File: src/rtl/rv_pkg.sv
// Shared writeback definitions: register-file geometry and the queue entry
// layout used by wb_write_queue and wb_match.
package rv_pkg;

  localparam int unsigned XLEN = 32;
  localparam int unsigned RAW  = 5;

  typedef struct packed {
    logic [RAW-1:0]  rd;
    logic [XLEN-1:0] data;
  } wb_entry_t;

endpackage

File: src/rtl/wb_match.sv
// Pending-write lookup for one decode query address.
// Walks the queue from head (oldest) towards tail (youngest); a younger
// match overrides an older one, so the result is the youngest matching entry.
//
// Ports:
//   entries  queue storage, indexed by slot
//   valid    per-slot occupancy mask
//   head     slot index of the oldest entry
//   rs       query register address (x0 never hits)
//   hit      a valid entry targets rs
//   data     data of the youngest matching entry, 0 when no hit
module wb_match
  import rv_pkg::*;
#(
  parameter int unsigned DEPTH = 4,
  localparam int unsigned PW   = $clog2(DEPTH)
) (
  input  wb_entry_t [DEPTH-1:0] entries,
  input  logic [DEPTH-1:0]      valid,
  input  logic [PW-1:0]         head,
  input  logic [RAW-1:0]        rs,
  output logic                  hit,
  output logic [XLEN-1:0]       data
);

  logic [PW-1:0] idx;

  always_comb begin
    hit  = 1'b0;
    data = '0;
    idx  = '0;
    for (int unsigned k = 0; k < DEPTH; k++) begin
      idx = head + PW'(k);
      if (valid[idx] && (rs != '0) && (entries[idx].rd == rs)) begin
        hit  = 1'b1;
        data = entries[idx].data;
      end
    end
  end

endmodule

File: src/rtl/wb_write_queue.sv
// Writeback queue feeding the register file write port (a3/we3/wd3).
// Two producers (A = ALU, B = load unit) enqueue in order, A before B when
// both are accepted together; one entry retires per cycle while non-empty.
// Beats to x0 are consumed but never stored.
//
// Ports:
//   clk, rst              clock, synchronous active-high reset
//   a_valid/a_ready/a_rd/a_data   ALU result handshake
//   b_valid/b_ready/b_rd/b_data   load result handshake
//   we3, a3, wd3          register file write port (head entry)
//   q1_rs/q1_hit/q1_data  decode query 1
//   q2_rs/q2_hit/q2_data  decode query 2
//   count                 current occupancy, 0..DEPTH
//
// Build option: WB_BYPASS_EN -- when defined, q*_data forwards the youngest
// pending data for the queried register; otherwise q*_data is tied to 0.
module wb_write_queue
  import rv_pkg::*;
#(
  parameter int unsigned DEPTH = 4,
  parameter int unsigned XLEN  = rv_pkg::XLEN,
  parameter int unsigned RAW   = rv_pkg::RAW
) (
  input  logic                     clk,
  input  logic                     rst,
  input  logic                     a_valid,
  output logic                     a_ready,
  input  logic [RAW-1:0]           a_rd,
  input  logic [XLEN-1:0]          a_data,
  input  logic                     b_valid,
  output logic                     b_ready,
  input  logic [RAW-1:0]           b_rd,
  input  logic [XLEN-1:0]          b_data,
  output logic                     we3,
  output logic [RAW-1:0]           a3,
  output logic [XLEN-1:0]          wd3,
  input  logic [RAW-1:0]           q1_rs,
  input  logic [RAW-1:0]           q2_rs,
  output logic                     q1_hit,
  output logic                     q2_hit,
  output logic [XLEN-1:0]          q1_data,
  output logic [XLEN-1:0]          q2_data,
  output logic [$clog2(DEPTH):0]   count
);

  localparam int unsigned PW = $clog2(DEPTH);
  localparam int unsigned CW = PW + 1;
  localparam logic [CW-1:0] DEPTH_C = CW'(DEPTH);

  wb_entry_t [DEPTH-1:0] entries_q, entries_d;
  logic [PW-1:0]         head_q, head_d;
  logic [PW-1:0]         tail_q, tail_d;
  logic [CW-1:0]         count_q, count_d;

  logic                  pop, a_push, b_push;
  logic [PW-1:0]         b_slot;
  logic [PW-1:0]         offs;
  logic [DEPTH-1:0]      valid;
  logic                  m1_hit, m2_hit;
  logic [XLEN-1:0]       m1_data, m2_data;

  // Handshake: ready ignores the same-cycle pop; B only sees the slot A
  // actually consumes (an x0 beat on A does not take a slot).
  always_comb begin
    pop     = (count_q != '0);
    a_ready = (count_q < DEPTH_C);
    a_push  = a_valid && a_ready && (a_rd != '0);
    b_ready = ((count_q + CW'(a_push)) < DEPTH_C);
    b_push  = b_valid && b_ready && (b_rd != '0);
  end

  // Occupancy mask from head/count: slot i is live when its distance from
  // head (mod DEPTH) is below count.
  always_comb begin
    valid = '0;
    offs  = '0;
    for (int unsigned i = 0; i < DEPTH; i++) begin
      offs     = PW'(i) - head_q;
      valid[i] = ({1'b0, offs} < count_q);
    end
  end

  always_comb begin
    entries_d = entries_q;
    b_slot    = tail_q + PW'(a_push);
    if (a_push) begin
      entries_d[tail_q].rd   = a_rd;
      entries_d[tail_q].data = a_data;
    end
    if (b_push) begin
      entries_d[b_slot].rd   = b_rd;
      entries_d[b_slot].data = b_data;
    end
    head_d  = head_q + PW'(pop);
    tail_d  = tail_q + PW'(a_push) + PW'(b_push);
    count_d = count_q - CW'(pop) + CW'(a_push) + CW'(b_push);
  end

  always_ff @(posedge clk) begin
    if (rst) begin
      entries_q <= '0;
      head_q    <= '0;
      tail_q    <= '0;
      count_q   <= '0;
    end else begin
      entries_q <= entries_d;
      head_q    <= head_d;
      tail_q    <= tail_d;
      count_q   <= count_d;
    end
  end

  always_comb begin
    we3   = pop;
    a3    = pop ? entries_q[head_q].rd   : '0;
    wd3   = pop ? entries_q[head_q].data : '0;
    count = count_q;
  end

  wb_match #(.DEPTH(DEPTH)) u_match1 (
    .entries (entries_q),
    .valid   (valid),
    .head    (head_q),
    .rs      (q1_rs),
    .hit     (m1_hit),
    .data    (m1_data)
  );

  wb_match #(.DEPTH(DEPTH)) u_match2 (
    .entries (entries_q),
    .valid   (valid),
    .head    (head_q),
    .rs      (q2_rs),
    .hit     (m2_hit),
    .data    (m2_data)
  );

  assign q1_hit = m1_hit;
  assign q2_hit = m2_hit;

`ifdef WB_BYPASS_EN
  assign q1_data = m1_data;
  assign q2_data = m2_data;
`else
  logic unused_fwd;
  assign q1_data    = '0;
  assign q2_data    = '0;
  assign unused_fwd = ^{m1_data, m2_data};
`endif

endmodule
File: config.mk
export PLATFORM = sky130hd
export DESIGN_NAME = wb_write_queue
export DESIGN_NICKNAME = d
export VERILOG_FILES = /design/src/rtl/rv_pkg.sv /design/src/rtl/wb_match.sv /design/src/rtl/wb_write_queue.sv
export SDC_FILE = /design/constraint.sdc
export NUM_CORES = 1
export LEC_CHECK = 0
export CORE_ASPECT_RATIO = 0.8
export CORE_MARGIN = 2
export CORE_UTILIZATION = 48
export CTS_CLUSTER_SIZE = 30
export DETAILED_ROUTE_END_ITERATION = 6
export GPL_ROUTABILITY_DRIVEN = 0
export GPL_TIMING_DRIVEN = 0
export PLACE_DENSITY_LB_ADDON = 0.08
export RECOVER_POWER = 50
export SLEW_MARGIN = 0
export SYNTH_ARGS = -nofsm -noshare
export SYNTH_HDL_FRONTEND = slang
export SYNTH_SLANG_ARGS = --single-unit
File: constraint.sdc
create_clock -name clk -period 4 [get_ports clk]
set_input_delay 1.2 -clock clk [delete_from_list [all_inputs] [get_ports clk]]
set_output_delay 1.2 -clock clk [all_outputs]
set_load 0.05 [all_outputs]
; After elaboration in Yosys (flattened, before gate mapping)
; Index checks and enable logic that the tools add are counted.
[totals]
reg_bits = 155
latch_bits = 0
ram_bits = 0
mem_bits_ro = 0
output_inout_bits = 109
memories = 0
[op_classes]
n_addsub = 14
mul = 0
div_mod_pow = 0
order_cmp = 14
n_eq_ne = 8
shift = 0
muxes = 40
bitwise_logic = 0
reduce_logical = 27
[op_table]
columns = operator, count
row1 = bitwise mux 148 bit, 4
row2 = binary-select mux 37 bit (select 2 bit), 4
row3 = demux 37 bit (select 2 bit), 4
row4 = 2-to-1 mux 148 bit, 2
row5 = 2-to-1 mux 37 bit, 6
row6 = 2-to-1 mux 32 bit, 3
row7 = == test 5 bit, 8
row8 = logical AND 1 bit, 22
row9 = nonzero test 5 bit, 4
row10 = < comparator 2 x 3 -> 1 bit (second input constant), 6
row11 = < comparator 2 x 3 -> 1 bit, 4
row12 = 2-to-1 mux 1 bit, 12
row13 = adder 3 x 1 -> 3 bit, 3
row14 = binary-select mux 1 bit (select 2 bit), 4
row15 = adder 2 x 1 -> 2 bit, 3
row16 = < comparator 3 bit (second input constant), 2
row17 = 2-to-1 mux 5 bit, 1
row18 = adder 2 bit (second input constant), 2
row19 = >= comparator 2 x 1 -> 1 bit (second input constant), 2
row20 = subtractor 1 x 2 -> 2 bit (first input constant), 2
row21 = subtractor 2 bit (first input constant), 2
row22 = nonzero test 3 bit, 1
row23 = subtractor 3 x 1 -> 3 bit, 1
row24 = adder 2 x 1 -> 2 bit (second input constant), 1

; Longest topological paths before layout
; Gate-level depths: netlist (run 1).
[logic_depth]
ltp_word = 11
mapped_depth = 14
mapped_depth_nobuf = 11

; Modules after synthesis
; From an unflattened synthesis (run 1), not the netlist that was laid out.
[hier_totals]
hier_cells = 2331
hier_area_um2 = 17344.1
[modules_own_cells]
columns = module, instances, cells_each, area_each_um2
row1 = wb_write_queue, 1, 1053, 8963.6
row2 = wb_match, 2, 639, 4190.3

; Worst setup path before layout (run 1)
; Ideal clock, no wire load.
[synth_path]
kind = flip-flop to output port
start = reg head_q[1]
end = out q1_hit
arrival_ps = 3704
required_ps = 2800
setup_slack_ps = -904
stages_incl_launch_ff = 13
path_cell_list = dfxtp_1 > buf_2 > buf_2 > clkbuf_1 > buf_1 > xor2_1 > inv_1 > ha_1 > or3_1 > o211ai_1 > a21oi_1 > or3b_2 > a21oi_1
[synth_via]
elab_chain_len = 10
elab_cells_between_ends = 43
cone_classes = 7 x add/sub / 4 x order compare / 4 x eq/ne / 20 x mux / 8 x reduce/logical
[synth_lines]
columns = item, line
row1 = "start, declared", wb_write_queue.sv:51  ; logic [PW-1:0] head_q, head_d;
row2 = "start signal, assigned", wb_write_queue.sv:102  ; head_q <= '0;
row3 = "start signal, assigned", wb_write_queue.sv:107  ; head_q <= head_d;
row4 = subtractor 1 x 2 -> 2 bit or subtractor 2 bit (tied branches), wb_write_queue.sv:78  ; offs = PW'(i) - head_q;
row5 = < comparator 2 x 3 -> 1 bit, wb_write_queue.sv:79  ; valid[i] = ({1'b0, offs} < count_q);
row6 = binary-select mux 1 bit (select 2 bit), wb_match.sv:34  ; if (valid[idx] && (rs != '0) && (entries[idx].rd == rs)) begin
row7 = 2-to-1 mux 1 bit (not written as such), wb_match.sv:34
row8 = logical AND 1 bit (2 in series), wb_match.sv:34
row9 = 2-to-1 mux 1 bit (3 in series), wb_match.sv:34
row10 = 2-to-1 mux 1 bit *, wb_match.sv:34
row11 = "end, declared", wb_write_queue.sv:39  ; output logic q1_hit,
; Mark *: on every way between the ends. The rest lies on a longest branch, timed or not. The select of a mux whose other input is x is not followed.

; Worst setup path after layout (run 1)
; Ends and elaborated chain as after synthesis.

==> qor.yml, run 1 <==
timing:
  worstMarginPinSlew_ns: 0.994
  hold_ws_ns: 0.485
  setup_violations: 9
  fmax_mhz: 236
  maxSlewViolCount: 0
  hold_violations: 0
  postLayoutSetupSlackWorst_ns: -0.239
  min_period_ns: 4.24
  setup_tns_ns: -0.676
  slew_headroom_pct: 33.7
  finClkSkew_ns: 0.00711
  rsz0062_at_grt: "yes"
  layout_worst_path_cycle_share_pct: 106
setup_path:
  cp_max_fo: 3
  required_ns: 2.80
  crit_path_start_kind: "flip-flop"
  crit_type: "flip-flop to output port"
  crit_path_end_kind: "output port"
  arrival_ns: 3.04
floorplanning:
  io-pin-count: 197
  core-area_sq_um: 20600
  initial_core_util_pct: 48.8
  rows: 47
  dieHeight_um: 134
  die_x_um: 166
  die_area_sq_um: 22200
detailed_routing:
  drt_pass1_iterations: 7
  vias: 10200
  drtIter0Drc: 1113
  drc: 2
  routed_wirelength_um: 36900
  ant_nets: 0
  drt-vias-per-instance: 5.98
  wl_per_cell_um: 21.7
layout:
  drive_above_1_share_pct: 21.2
  fin_util_pct: 62.0
  fin_nets: 1517
  diodes: 0
  area_growth_syn_to_layout_pct: 27.1
global_routing:
  grt_pass1_wl_um: 55100
  met1_usage_pct: 46.8
  grt.busiest_layer: "met2"
  grt_pass1_vias: 9540
  use_met3_pct: 8.17
  antenna_found_initial: 0
  grt_max_degree: 17
  overflow: 0
  track_usage_pct: 32.4
  gr-usage-met2_pct: 47.6
clock_tree:
  htree_levels: 4
  numCtsBuffers: 17
  clkTransAtPathRegs_ns: 0.07
  cts_hold_buf: 0
  numClockSinks: 155
  clk_path_buf_depth: 2
  cts-root-buf: "clkbuf_16"
  cts_tree: "built"
  worstSkewPairLatency_ns: 0.43
pwr:
  leakagePower_uw: 0.00476
  p_comb_share_pct: 58.5
  clock_power_share_pct: 17.0
  power_switching_uw: 4610
  power_density_nw_per_um2: 767
  p_int_uw: 5210
  peakVddDrop_mv: 0.475
  switching_share_pct: 47.0
  seq_power_share_pct: 24.5
logic_synthesis:
  synth_edf_count: 0
  synth_area_leaders: "dfxtp_1, nand2_1, a311oi_2, mux4_2, a311oi_1"
  yosysWarnings: 0
  async_reset_ff_share_pct: 0
  yosys.area.top_type: "dfxtp_1"
  postSynthCellCount: 1203
  yosys_register_bits: 155
  synthFlopType: "dfxtp_1"
  ys_seq_area_share_pct: 30.8
  syn_area_sq_um: 10100
  synth_top_area_share_pct: 30.8
  yosys.cell_types.count: 56
  syn_avg_cell_area_sq_um: 8.37
run_status:
  failed_checks: "DRC, setup timing"
  status: "finished, violations left"
placement:
  io_buffer_count: 121
  hpwl_um: 25400
  pre_cts_slack_ns: -1.01
hold_path:
  min_path_type: "flip-flop to flip-flop"
flow_run:
  maxCapViolations: 0
logic make-up after synthesis:
group                      after synthesis  synth area share, %
and+or+nand+nor                        545                 22.3
buffers and inverters                  184                 10.1
AOI/OAI and AO/OA                      181                 19.0
DFF                                    155                 30.8
muxes                                   68                 11.3
xor gates and xnor gates                59                 5.13
adders and majority gates               10                 1.39
other                                    1               0.0372
area by class of cell:
type                    count  area [sq um]
repair buffers            135          1270
well taps                 269           337
fillers                  1836          7830
plain buffers             173          1110
inverters                  10          37.5
multi-input cells         927          6350
clock inverters            12           139
clock buffers              20           457
flip-flops and latches    155          3110
final timing paths:
path                                    start             to  slack, ns  cells past startpoint
worst max-delay path                head_q[1]         q1_hit      -0.24                     13
worst min-delay path            entries_q[48]  entries_q[48]       0.48                      2
worst max register to register       count[2]       count[1]       0.56                      9
worst min register to register  entries_q[48]  entries_q[48]       0.48                      2
worst max-delay path, stage by stage, from the launching register on:
cell and delay (ns):
dfxtp_2 0.33, buf_6 0.12, buf_12 0.12, clkbuf_16 0.14, buf_12 0.12, xor2_4 0.17, inv_2 0.06, ha_4 0.23
or3_1 0.32, o211ai_1 0.12, a21oi_2 0.14, or3b_4 0.44, a21oi_4 0.13, buf_6 0.17
power by group through the flow:
stage	Sequential (uW)	Clock [uW]	Combinational [uW]
final	2400	1670	5750
after global routing	2460	1740	6050
after CTS	2370	1660	5560
after detailed placement	2390	0	5370
after global placement	2390	0	5310
after floorplan	2330	0	3850
per-stage QoR:
| step | total power [uW] | cell area, sq um | cells |
|---|---|---|---|
| 2_1_floorplan | 6190 | 10400 | 1266 |
| 3_3_place_gp | 7700 | 11900 | 1656 |
| 3_5_place_dp | 7770 | 11900 | 1656 |
| 4_1_cts | 9590 | 12700 | 1697 |
| 5_1_grt | 10200 | 12800 | 1701 |
| 6_report | 9830 | 12800 | 1701 |
cell usage in the layout (no fill, tap or decap), types with 7 or more instances in the layout:
cell type,netlist,layout
buf_4,64,83
nor2_1,166,164
nand2_1,302,302
buf_6,8,10
conb_1,1,64
mux2i_1,21,17
dlygate4sd2_1,0,37
nor2b_1,36,36
dfxtp_1,155,153
a311oi_2,60,60
clkbuf_2,0,24
clkbuf_16,0,20
nand3_1,7,7
inv_1,9,8
mux4_2,35,35
clkbuf_1,76,59
xnor2_1,31,31
a311oi_1,88,88
clkdlybuf4s50_1,0,73
mux2_2,12,12
xor2_1,28,27
cell usage after synthesis, types with 9 or more instances:
cell type	number
xnor2_1	31
clkbuf_1	76
mux2_2	12
nor2_1	166
xor2_1	28
nand2_1	302
buf_2	18
a311oi_2	60
mux4_2	35
inv_1	9
a311oi_1	88
nor2b_1	36
buf_4	64
mux2i_1	21
dfxtp_1	155
state kept, by name, indices dropped and copies added, names as in the netlist:
signal / flops
head_q: 2
tail_q: 2
count: 3
entries_q: 148
timing repair:
| action | in CTS | in global routing |
|---|---|---|
| setup buffers | 9 | 5 |
| resized for setup | 116 | 19 |
| pin swaps | 9 | 11 |
| endpoints found under the setup margin | 105 | 53 |
layer usage:
metal,vias to the layer above,share of wire [%]
li1,4527,-
met1,4860,43
met2,699,43
met3,85,12
met4,0,2.5
met5,-,0
No activity file was read; power rests on OpenSTA's default activity.
==> run 2: changes to the inputs <==
Settings changed: CORE_UTILIZATION 48 to 53, SETUP_SLACK_MARGIN from default to 0.5, SLEW_MARGIN 0 to 5.
Clock period 4 ns to 4.3 ns, I/O delays scaled along.
==> run 2 against run 1 <==
Effect of this change:
- the run ends with setup timing left
- clock power decreased by 12%
- register-to-register slack better by 0.38 ns
- design area grew 0.47%
- clock-buffer cell count is the same
- setup slack improved by 0.20 ns
- hold slack worse by 0.0050 ns
- highest routed layer unchanged
==> qor.yml, run 2 (synthesis gave the netlist of run 1 again) <==
placement:
  hpwl_um: 24700  # -2.8%
  io_buffer_count: 121  # unchanged
  pre_cts_slack_ns: -0.581  # +0.431 ns
timing:
  finClkSkew_ns: 0.0137  # +0.00656 ns
  hold_violations: 0  # unchanged
  min_period_ns: 4.34
  hold_ws_ns: 0.480  # -0.00505 ns
  maxSlewViolCount: 0  # unchanged
  layout_worst_path_cycle_share_pct: 101
  setup_violations: 2  # -7
  worstMarginPinSlew_ns: 0.940  # -0.0540 ns
  rsz0062_at_grt: "yes"
  postLayoutSetupSlackWorst_ns: -0.0362  # +0.202 ns
  setup_tns_ns: -0.0591  # +0.617 ns
  fmax_mhz: 231
  slew_headroom_pct: 37.3  # +3.6 points
detailed_routing:
  drtIter0Drc: 1362  # +22%
  vias: 10100  # -0.27%
  drc: 0  # -2
  drt_pass1_iterations: 7  # unchanged
  routed_wirelength_um: 35800  # -3.1%
  drt-vias-per-instance: 6.00  # +0.38%
  wl_per_cell_um: 21.2  # -2.5%
  ant_nets: 0  # unchanged
layout:
  largest_register_ffs: 148  # unchanged
  fin_nets: 1517  # unchanged
  fin_util_pct: 68.4  # +6.4 points
  drive_above_1_share_pct: 24.4  # +3.2 points
  area_growth_syn_to_layout_pct: 27.7
  regArea_sq_um: 3110  # unchanged
  mostFrequentLayoutCells: "nand2_1, nor2_1, dfxtp_1"
  final_common_cell: "nand2_1"
  multi_input_area_sq_um: 6340  # -0.12%
  fill_cells: 1609  # -12%
  diodes: 0  # unchanged
  regMostFlops: "entries_q"
setup_path:
  path_cells: "buf_6 > buf_12 > clkbuf_16 > buf_12 > xor2_4 > inv_2 > ha_4 > or3_1 > o211ai_1 > a21oi_2 > or3b_4 > a21oi_4 > buf_6"
  required_ns: 3.01  # +0.21 ns
  critical_path.top_delay_family: "buffers and inverters"
  arrival_ns: 3.05  # about the same
  crit_path_end_kind: "output port"
  max_stage_delay_ns: 0.42  # -0.02 ns
  reg2reg_depth: 10  # +1
  r2r_setup_slack_ns: 0.94  # +0.38 ns
  crit_cells: 13  # unchanged
  crit_type: "flip-flop to output port"
  slowest_stage: "or3b_4"
  crit_path_start_kind: "flip-flop"
  cp_max_fo: 4  # +1
  crit_buf_inv: 6  # unchanged
  r2r-end: "count[1]"
  regToRegStartpoint: "count[2]"
global_routing:
  overflow: 0  # unchanged
  track_usage_pct: 35.7  # +3.2 points
  grt_max_degree: 17  # unchanged
  antenna_found_initial: 0  # unchanged
  grt_pass1_wl_um: 54500  # -1.1%
  grt_pass1_vias: 9594  # +0.57%
hold_path:
  hold_depth: 2  # unchanged
  min_path_type: "flip-flop to flip-flop"
  min_from: "entries_q[4]"
  holdPathEnd: "entries_q[4]"
clock_tree:
  htree_levels: 4  # unchanged
  worstSkewPairLatency_ns: 0.43  # about the same
  clkTransAtPathRegs_ns: 0.07  # about the same
  cts_tree: "built"
  numClockSinks: 155  # unchanged
  cts-root-buf: "clkbuf_16"
  clk_path_buf_depth: 2  # unchanged
  numCtsBuffers: 17  # unchanged
floorplanning:
  die_area_sq_um: 20100  # -9.2%
  io-pin-count: 197  # unchanged
  rows: 45  # -4.3%
  initial_core_util_pct: 53.6  # +4.8 points
  core-area_sq_um: 18800  # -8.9%
  dieHeight_um: 127  # -4.7%
  die_x_um: 158  # -4.7%
pwr:
  leakagePower_uw: 0.00473  # -0.62%
  peakVddDrop_mv: 0.339  # -29%
  power_density_nw_per_um2: 707  # -7.8%
run_status:
  failed_checks: "setup timing"
  status: "finished, violations left"
flow_run:
  maxCapViolations: 0  # unchanged
## run 2: cell count changes in the layout (fill, tap and decap cells not counted), sizes merged
cell	previous run	this run
dlygate4sd2	37	6
dlymetal6s2s	1	3
clkdlybuf4s50	73	74
clkinvlp	4	1
inv	13	16
bufinv	2	0
dlygate4sd3	5	1
clkbuf	106	97
buf	105	120
clkdlybuf4s15	1	27
clkinv	3	5
## run 2: routing by layer
layer  track usage [%]  vias up  share of wire (%)
li1                  -     4540                  -
met1              52.7     4762                 42
met2              51.2      768                 42
met3              7.94       74                 14
met4              12.6        0                2.7
met5                 0        -                  0
## run 2: area by class of cell
class | count | share of cell area, %
multi-input combinational | 927 | 49.3
sequential | 155 | 24.2
clock inverter | 12 | 0.807
buffer | 174 | 9.06
inverter | 10 | 0.292
clock buffer | 20 | 3.55
timing repair buffer | 134 | 10.3
tap | 258 | 2.51
## run 2: worst max path at each step
stage | slack, ns | end | from
2_1_floorplan | 0.32 | q1_hit | q1_rs[1]
3_3_place_gp | -0.60 | q1_hit | q1_rs[0]
3_5_place_dp | -0.58 | q1_hit | q1_rs[0]
4_1_cts | -0.07 | q1_hit | head_q[1]
5_1_grt | -0.10 | q2_hit | count[1]
6_report | -0.04 | q1_hit | head_q[1]
## run 2: tightest hold or removal path, stage by stage (launching register included)
cell,delay [ns]
dfxtp_1,0.31
nand2_1,0.05
a311oi_1,0.07
## run 2: repair_timing
item,CTS,global route
gates resized for setup,184,44
pin swaps,11,13
hold buffers,0,0
endpoints found under the setup margin,189,123
setup buffers,12,1
## run 2: metrics by stage
step / power, uW / cell area, sq um / std cells
floorplan: 5800 / 10400 / 1266
global placement: 7170 / 12000 / 1645
detailed placement: 7230 / 12000 / 1645
CTS: 8920 / 12800 / 1689
global route: 9490 / 12900 / 1690
finish: 9100 / 12900 / 1690
## run 2: where the power goes
part           leakage (uW)  switching, uW  internal (uW)  total (uW)
combinational       0.00318           3300           2110        5410
clock              0.000273            680            786        1470
sequential          0.00127            297           1930        2220
==> run 3: changes to the inputs <==
Settings changed: ABC_AREA from default to 1, CORE_UTILIZATION 53 to 54.
Clock period 4.3 ns to 4.4 ns, I/O delays scaled along.
==> run 3 against run 2 <==
Effect of this change:
- the flow now finishes without violations
- non-clock buffer count rose by 31
- setup slack gained 0.34 ns
- final cell count increased by 30%
- combinational power increased by 8.9%
- largest cell class unchanged
- wire length grew 17%
- highest routed layer unchanged
- area after synthesis up 6.7%
==> qor.yml, run 3 <==
run_status:
  status: "finished, final reports clean"
clock_tree:
  numClockSinks: 155  # unchanged
  cts_hold_buf: 0  # unchanged
  numCtsBuffers: 17  # unchanged
  worstSkewPairLatency_ns: 0.45  # +0.02 ns
  clkTransAtPathRegs_ns: 0.07  # about the same
  cts-root-buf: "clkbuf_16"
  htree_levels: 4  # unchanged
  cts_tree: "built"
  clk_path_buf_depth: 2  # unchanged
layout:
  layoutNonFillerInstCount: 2199  # +30%
  area_growth_syn_to_layout_pct: 25.1
  fill_cells: 1816  # +13%
  multi_input_area_sq_um: 6320  # -0.39%
  largest_register_ffs: 148  # unchanged
  diodes: 0  # unchanged
  regMostFlops: "entries_q"
  final_common_cell: "nand2_1"
  mostFrequentLayoutCells: "nand2_1, o21ai_0, nor2_1"
  drive_above_1_share_pct: 15.1  # -9.3 points
  fin_nets: 2020  # +33%
  regArea_sq_um: 3110  # unchanged
timing:
  setup_violations: 0  # -2
  worstMarginPinSlew_ns: 0.903  # -0.0375 ns
  setup_tns_ns: 0  # +0.0591 ns
  min_period_ns: 4.10
  layout_worst_path_cycle_share_pct: 93.1
  rsz0062_at_grt: "yes"
  hold_violations: 0  # unchanged
  maxSlewViolCount: 0  # unchanged
  finClkSkew_ns: 0.0102  # -0.00351 ns
  slew_headroom_pct: 39.8  # +2.5 points
  fmax_mhz: 244
setup_path:
  crit_path_end_kind: "output port"
  required_ns: 3.08  # +0.07 ns
  regToRegStartpoint: "count[2]"
  r2r_setup_slack_ns: 1.12  # +0.18 ns
  reg2reg_depth: 10  # unchanged
  arrival_ns: 2.78  # -0.27 ns
  crit_type: "flip-flop to output port"
  r2r-end: "count[1]"
  crit_path_start_kind: "flip-flop"
  cp_max_fo: 10  # +6
detailed_routing:
  routed_wirelength_um: 42000  # +17%
  wl_per_cell_um: 19.1  # -9.8%
  vias: 13100  # +29%
  drc: 0  # unchanged
  drt-vias-per-instance: 5.96  # -0.74%
  drt_pass1_iterations: 6  # -1
  drtIter0Drc: 1894  # +39%
  ant_nets: 0  # unchanged
pwr:
  clock_power_share_pct: 17.1  # +1.0 points
  switching_share_pct: 51.6  # +4.6 points
  p_comb_share_pct: 60.9  # +1.5 points
  power_switching_uw: 4990  # +17%
  power_density_nw_per_um2: 720  # +1.8%
  p_int_uw: 4690  # -2.8%
  peakVddDrop_mv: 0.318  # -6.2%
  seq_power_share_pct: 22.0  # -2.4 points
  leakagePower_uw: 0.00602  # +27%
logic_synthesis:
  ys_seq_area_share_pct: 28.9  # -1.9 points
  yosys.cell_types.count: 35  # -38%
  synth_edf_count: 0  # unchanged
  async_reset_ff_share_pct: 0  # unchanged
  synth.most_common_cell: "nand2_1"
  postSynthCellCount: 1689  # +40%
  synth_area_leaders: "dfxtp_1, o21ai_0, nand2_1, nor2_1, nor3_1"
  yosys_register_bits: 155  # unchanged
  yosys.area.top_type: "dfxtp_1"
  syn_area_sq_um: 10800  # +6.7%
  yosysWarnings: 0  # unchanged
  synthFlopType: "dfxtp_1"
  synth_common_cells: "nand2_1, o21ai_0, nor2_1, dfxtp_1, nor3_1"
  synth_top_area_share_pct: 28.9  # -1.9 points
  syn_avg_cell_area_sq_um: 6.36  # -24%
global_routing:
  grt_pass1_vias: 11400  # +18%
  antenna_found_initial: 0  # unchanged
  overflow: 0  # unchanged
  grt_max_degree: 17  # unchanged
  track_usage_pct: 38.2  # +2.5 points
  grt_pass1_wl_um: 62300  # +14%
floorplanning:
  dieHeight_um: 130  # +2.3%
  die_x_um: 162  # +2.3%
  core-area_sq_um: 19700  # +4.7%
  die_area_sq_um: 21100  # +4.6%
  rows: 46  # +2.2%
  io-pin-count: 197  # unchanged
  initial_core_util_pct: 54.6  # +1.0 points
placement:
  post-place-cells: 2148  # +31%
  io_buffer_count: 132  # +9.1%
  hpwl_um: 29300  # +19%
hold_path:
  holdPathEnd: "head_q[0]"
  hold_depth: 3  # +1
  min_path_type: "flip-flop to flip-flop"
  min_from: "head_q[0]"
flow_run:
  maxCapViolations: 0  # unchanged
run 3: cell count changes after synthesis, sizes merged, moves of 36 or more:
cell    delta
nor3     +145
a311oi   -148
nor2      +49
o21ai    +302
buf       +48
nor2b     -36
inv      +110
nand3    +122
run 3: power by group through the flow:
| stage | logic [uW] | clock network, uW | registers, uW |
|---|---|---|---|
| after floorplan | 3870 | 0 | 2090 |
| final | 5890 | 1660 | 2130 |
| after global placement | 5430 | 0 | 2120 |
| after detailed placement | 5530 | 0 | 2130 |
| after CTS | 5540 | 1630 | 2110 |
| after global routing | 6240 | 1700 | 2170 |
run 3: worst max path at each step:
stage,cells after the start,startpoint,endpoint
2_1_floorplan,6,q1_rs[4],q1_hit
3_3_place_gp,8,q1_rs[3],q1_hit
3_5_place_dp,8,q1_rs[3],q1_hit
4_1_cts,10,q1_rs[1],q1_hit
5_1_grt,5,count[2],we3
6_report,5,count[2],we3
run 3: area by class of cell:
| class | count | share of cell area, % |
|---|---|---|
| flip-flops and latches | 155 | 23.1 |
| inverters | 120 | 3.41 |
| well taps | 264 | 2.46 |
| multi-input cells | 1289 | 47.0 |
| repair buffers | 151 | 9.91 |
| clock inverters | 13 | 1.47 |
| clock buffers | 19 | 3.29 |
| plain buffers | 188 | 9.38 |
run 3: what timing repair did:
action | in CTS | in global routing
cloned | 0 | 0
setup endpoints to repair | 38 | 35
pin swaps | 3 | 9
setup buffers | 6 | 13
resized for setup | 133 | 92
run 3: metrics by stage:
step                      util (%)  cell area (sq um)  setup WS (ns)  power [uW]  hold WS [ns]
final                         68.3              13400          0.304        9680         0.606
after global routing          68.3              13400          0.180       10100         0.645
after CTS                     68.0              13400          0.375        9280         0.609
after detailed placement      64.2              12600         -0.579        7650         0.582
after global placement        64.2              12600         -0.589        7550         0.573
after floorplan                  -              11000          0.655        5960         0.556
run 3: critical path, stage by stage, from the launching register on:
cell and delay [ns]:
dfxtp_1 0.39, nor3_1 0.27, clkbuf_2 0.30, clkbuf_1 0.62, inv_1 0.25, dlygate4sd2_1 0.49
run 3: routing by layer:
layer  GRT usage (%)  part of all wire (%)  vias up
met5               0                     0        -
met2            56.0                    41     1136
met1            53.0                    39     5865
li1                -                     -     5955
met3            12.6                    17      146
met4            12.4                   3.3        0
run 3: cells by family after synthesis:
| group | share of synthesized area [%] |
|---|---|
| and+or+nand+nor | 33.7 |
| buffers and inverters | 15.7 |
| DFF | 28.9 |
| other | 0.0349 |
| adders and majority gates | 1.30 |
| AOI/OAI and AO/OA | 19.3 |
| xor gates and xnor gates | 1.06 |
